==> config.mk <==
export PLATFORM = sky130hd
export DESIGN_NAME = vrased_rst_ctrl
export DESIGN_NICKNAME = d
export VERILOG_FILES = /design/src/rtl/vrased_rst_ctrl.sv
export SDC_FILE = /design/constraint.sdc
export NUM_CORES = 1
export LEC_CHECK = 0
export BUFFER_PORTS_ARGS = -buffer_cell sky130_fd_sc_hd__buf_2
export CORE_MARGIN = 10
export CORE_UTILIZATION = 45
export CTS_BUF_LIST = sky130_fd_sc_hd__clkbuf_2 sky130_fd_sc_hd__clkbuf_4 sky130_fd_sc_hd__clkbuf_8
export DETAILED_ROUTE_END_ITERATION = 6
export GPL_TIMING_DRIVEN = 0
export PLACE_DENSITY_LB_ADDON = 0.05
export SYNTH_ARGS = -nofsm -noshare
export SYNTH_HDL_FRONTEND = slang
export SYNTH_SLANG_ARGS = --single-unit
==> constraint.sdc <==
create_clock -name clk -period 2.2 [get_ports clk]
set_input_delay 0.44 -clock clk [delete_from_list [all_inputs] [get_ports clk]]
set_output_delay 0.44 -clock clk [all_outputs]
set_load 0.02 [all_outputs]
==> src/rtl/vrased_rst_ctrl.sv <==
// Kill/reset sequencer for the VRASED monitors: holds the MCU in reset after any
// violation until the hold window expires and the CPU fetches the reset handler.
module vrased_rst_ctrl #(
    parameter int          N_MON         = 4,
    parameter int          MIN_HOLD      = 8,
    parameter int          CNT_W         = 8,
    parameter logic [15:0] RESET_HANDLER = 16'hFFFE,
    parameter logic [15:0] SMEM_BASE     = 16'hA000,
    parameter logic [15:0] SMEM_SIZE     = 16'h4000
) (
    input  logic             clk,
    input  logic             rst,
    input  logic [15:0]      pc,
    input  logic [N_MON-1:0] viol,
    input  logic             cause_clr,
    output logic             system_rst,
    output logic [N_MON-1:0] rst_cause,
    output logic [CNT_W-1:0] kill_cnt,
    output logic [1:0]       state_o
);

    localparam int              HOLD_W    = (MIN_HOLD > 1) ? $clog2(MIN_HOLD) : 1;
    localparam logic [HOLD_W-1:0] HOLD_INIT = HOLD_W'(MIN_HOLD - 1);
    // Last valid word address of secure ROM, computed in 17 bits so it cannot wrap.
    localparam logic [16:0]     SROM_LAST = {1'b0, SMEM_BASE} + {1'b0, SMEM_SIZE} - 17'd2;

    typedef enum logic [1:0] {
        RUN  = 2'b00,
        HOLD = 2'b01,
        WAIT = 2'b10,
        BAD  = 2'b11
    } state_t;

    state_t              state, state_nxt;
    logic [HOLD_W-1:0]   hold_cnt, hold_nxt;
    logic                sys_nxt;
    logic [N_MON-1:0]    cause_nxt;
    logic [CNT_W-1:0]    kill_nxt;
    logic                any_viol, pc_in_srom, at_handler;

    assign any_viol   = |viol;
    assign pc_in_srom = ({1'b0, pc} >= {1'b0, SMEM_BASE}) && ({1'b0, pc} <= SROM_LAST);
    assign at_handler = (pc == RESET_HANDLER);
    assign state_o    = state;

    always_ff @(posedge clk or posedge rst) begin
        if (rst) begin
            state      <= RUN;
            hold_cnt   <= '0;
            system_rst <= 1'b0;
            rst_cause  <= '0;
            kill_cnt   <= '0;
        end else begin
            state      <= state_nxt;
            hold_cnt   <= hold_nxt;
            system_rst <= sys_nxt;
            rst_cause  <= cause_nxt;
            kill_cnt   <= kill_nxt;
        end
    end

    always_comb begin
        state_nxt = state;
        case (state)
            RUN:  if (any_viol) state_nxt = HOLD;
            HOLD: if (hold_cnt == '0) state_nxt = WAIT;
            WAIT: begin
                if (any_viol)        state_nxt = HOLD;
                else if (at_handler) state_nxt = RUN;
            end
            default: state_nxt = WAIT;
        endcase
    end

    // A violation seen in WAIT belongs to the same kill, so only RUN bumps the counter.
    always_comb begin
        sys_nxt   = 1'b1;
        cause_nxt = rst_cause;
        kill_nxt  = kill_cnt;
        hold_nxt  = hold_cnt;
        case (state)
            RUN: begin
                if (any_viol) begin
                    cause_nxt = viol;
                    hold_nxt  = HOLD_INIT;
                    if (kill_cnt != '1) kill_nxt = kill_cnt + CNT_W'(1);
                end else begin
                    sys_nxt = 1'b0;
                    if (cause_clr && pc_in_srom) cause_nxt = '0;
                end
            end
            HOLD: begin
                cause_nxt = rst_cause | viol;
                if (hold_cnt != '0) hold_nxt = hold_cnt - HOLD_W'(1);
            end
            WAIT: begin
                if (any_viol) begin
                    cause_nxt = rst_cause | viol;
                    hold_nxt  = HOLD_INIT;
                end else if (at_handler) begin
                    sys_nxt = 1'b0;
                end
            end
            default: ;
        endcase
    end

endmodule

==> flow_metrics.tcl <==
set metrics [dict create \
    cts_buffer_depth 2 \
    setup_viol 0 \
    htreeDepth 1 \
    p_per_area_nw_per_um2 1260 \
    clk_pin_slew_ps 110 \
    p_total_mw 1.68 \
    path_max_fanout 9 \
    setup_ws_ps 280 \
    drc_errors 0 \
    multi_input_area_um2 596 \
    status "complete, no violations" \
    crit_path_end_kind "flip-flop" \
    post_cts_resize_count 0 \
    design.core.area_um2 2230 \
    fin_tns_setup_ps 0 \
    io_pins 38 \
    path_class "reg2reg" \
    crit_path_end "hold_cnt[0]" \
    drtIter0Drc 52 \
    grt_use_total_pct 11.5 \
    syn-num-nets 139 \
    reg2reg_depth 7 \
    mostFrequentLayoutCells "buf_2, dfrtp_1, nand3_1" \
    rrSetupSlack_ps 280 \
    drtAntennaViolNets 0 \
    final_common_cell "buf_2" \
    syn_area_um2 1070 \
    switching_share_pct 45.3 \
    area_growth_pct 23.9 \
    hpwl_um 2050 \
    syn_inst 108 \
    hold_viol_final 0 \
    rsz0062_at_grt "no" \
    antenna_found_initial 0 \
    relSlewSlack_pct 55.1 \
    final_area_um2 1330 \
    syn_area_per_cell_um2 9.94 \
    first_pass_iters 4 \
    hp-class "in2async" \
    clk_latency_ps 290 \
    n_fill_cell 209 \
    overflow 0 \
    vias_per_cell 5.31 \
    arrival_ps 2140 \
    p_int_mw 0.917 \
    grt_max_degree 19 \
    yosysSeqAreaShare_pct 42.0 \
    comb_power_share_pct 51.8 \
    cpPeakStageDelay_ps 470 \
    yosysUniqueCellTypes 31 \
    crit_path_start "state_o[0]" \
    cts_tree "yes" \
    pwr-share-clk_pct 12.2 \
    clockRootBuffer "clkbuf_4" \
    gp_congestion 0.758 \
    cts_buffers 3 \
    place_area_um2 1290 \
    first_global_vias 931 \
    critPathLaunchType "flip-flop" \
    period_needed_ps 1920 \
    die_x_um 68.8 \
    antenna_cells 0 \
    worst_pin_slew_ps 673 \
    die_area_um2 4740 \
    ys_ff_latch 18 \
    p_switching_mw 0.761 \
    maxCapViolCount 0 \
    ctsHoldBuffers 0 \
    nets 181 \
    wl_per_cell_um 14.4 \
    crit_chain "inv_1, ha_1, buf_2, or2_2, a221oi_2, nor2_1, a21oi_1" \
    grt_pass1_wl_um 4260 \
    vdd_ir_drop_max_mv 0.799 \
    worstPathRequired_ps 2420 \
    die_h_um 68.8 \
    timing.rr.end "hold_cnt[0]" \
    postCtsSetupBuffers 0 \
    fmax_mhz 521 \
    p_leak_nw 0.645 \
    initial_utilization_pct 48.1 \
    maxSlewViolCount 0 \
    fp-row-count 17 \
    final_util_pct 59.6 \
    drt-total-wl_um 2550 \
    cts.sink_count 18 \
    num_vias 939 \
    cpMaxStageDelayCell "dfrtp_1" \
    seqCellArea_um2 450 \
    p_seq_share_pct 36.0 \
    finClkSkew_ps 8.22 \
    drive_above_1_share_pct 32.9 \
    reg2reg_from "state_o[0]" \
    pre_cts_slack_ps 305 \
    fin_crit_sh_pct 87.3 \
    ys.warnings.count 0 \
    io_buffer_count 37 \
]
[sequential cells by signal, summed over array words and instances, names as in the netlist]
signal	cells
hold_cnt	3
state_o	2
kill_cnt	8
system_rst	1
rst_cause	4
[layout make-up]
type                    instances  share of cell area, %
repair buffers                 37                   13.9
well taps                      28                   2.63
flip-flops and latches         18                   33.9
plain buffers                   1                  0.376
inverters                       6                   1.69
clock buffers                   4                   2.73
multi-input cells              83                   44.8
[power by group through the flow]
| stage | clock, mW | sequential [mW] | combinational [mW] |
|---|---|---|---|
| detailed placement | 0 | 0.610 | 0.881 |
| finish | 0.204 | 0.604 | 0.870 |
| CTS | 0.212 | 0.604 | 0.885 |
| global placement | 0 | 0.603 | 0.861 |
| floorplan | 0 | 0.719 | 0.501 |
| global route | 0.228 | 0.629 | 0.986 |
[cell usage after synthesis]
master | instances | area, µm²
a211o_1 | 1 | 8.76
a211oi_1 | 1 | 7.51
a21oi_1 | 7 | 35.0
a221oi_2 | 1 | 15.0
a31oi_1 | 1 | 6.26
and3_1 | 1 | 6.26
buf_2 | 1 | 5.00
dfrtp_1 | 18 | 450
ha_1 | 8 | 100
inv_1 | 6 | 22.5
mux2_2 | 1 | 11.3
mux2_4 | 1 | 15.0
nand2_1 | 6 | 22.5
nand2b_1 | 1 | 6.26
nand3_1 | 9 | 45.0
nand3b_1 | 1 | 7.51
nand4_1 | 4 | 25.0
nand4b_1 | 2 | 17.5
nor2_1 | 8 | 30.0
nor2b_1 | 6 | 37.5
nor3_1 | 3 | 15.0
nor4_1 | 2 | 12.5
nor4_4 | 1 | 21.3
o211ai_4 | 1 | 21.3
o21ai_0 | 5 | 25.0
o221ai_1 | 1 | 8.76
o31ai_1 | 1 | 7.51
or2_2 | 1 | 6.26
or4_4 | 1 | 11.3
xnor2_1 | 1 | 8.76
xor2_1 | 7 | 61.3
[worst min-delay path by stage]
stage,endpoint,startpoint
after CTS,rst_cause[0],rst
final,kill_cnt[4],rst
after floorplan,hold_cnt[0],rst
after detailed placement,hold_cnt[0],hold_cnt[0]
after global routing,hold_cnt[0],rst
after global placement,hold_cnt[0],hold_cnt[0]
[kinds of logic after synthesis]
group / share of synthesized area (%)
xor+xnor: 6.53
flops: 42.0
mux: 2.45
fa+ha+maj: 9.32
buf+inv: 2.56
compound gates: 12.6
simple gates: 24.6
[per-layer routing]
metal  share of wire (%)  global-route usage (%)  vias up  wire [µm]
met2                  53                    20.2       15       1360
met3                 4.1                    3.06        4        105
met4                0.79                    3.69        0         20
li1                    -                       -      472          -
met1                  42                    13.2      448       1070
met5                   0                       0        -          0
[critical path: cells and delay by family, from the launching register on]
family | cells | cell delay, ps
buf+inv | 2 | 290
flops | 1 | 470
fa+ha+maj | 1 | 190
simple gates | 2 | 420
compound gates | 2 | 470
[stage by stage]
stage / hold slack [ps] / instances
after CTS: 254 / 177
after global placement: 460 / 173
after floorplan: 379 / 108
after global routing: 266 / 177
final: 223 / 177
after detailed placement: 469 / 173
(Power assumes the default switching activity.)
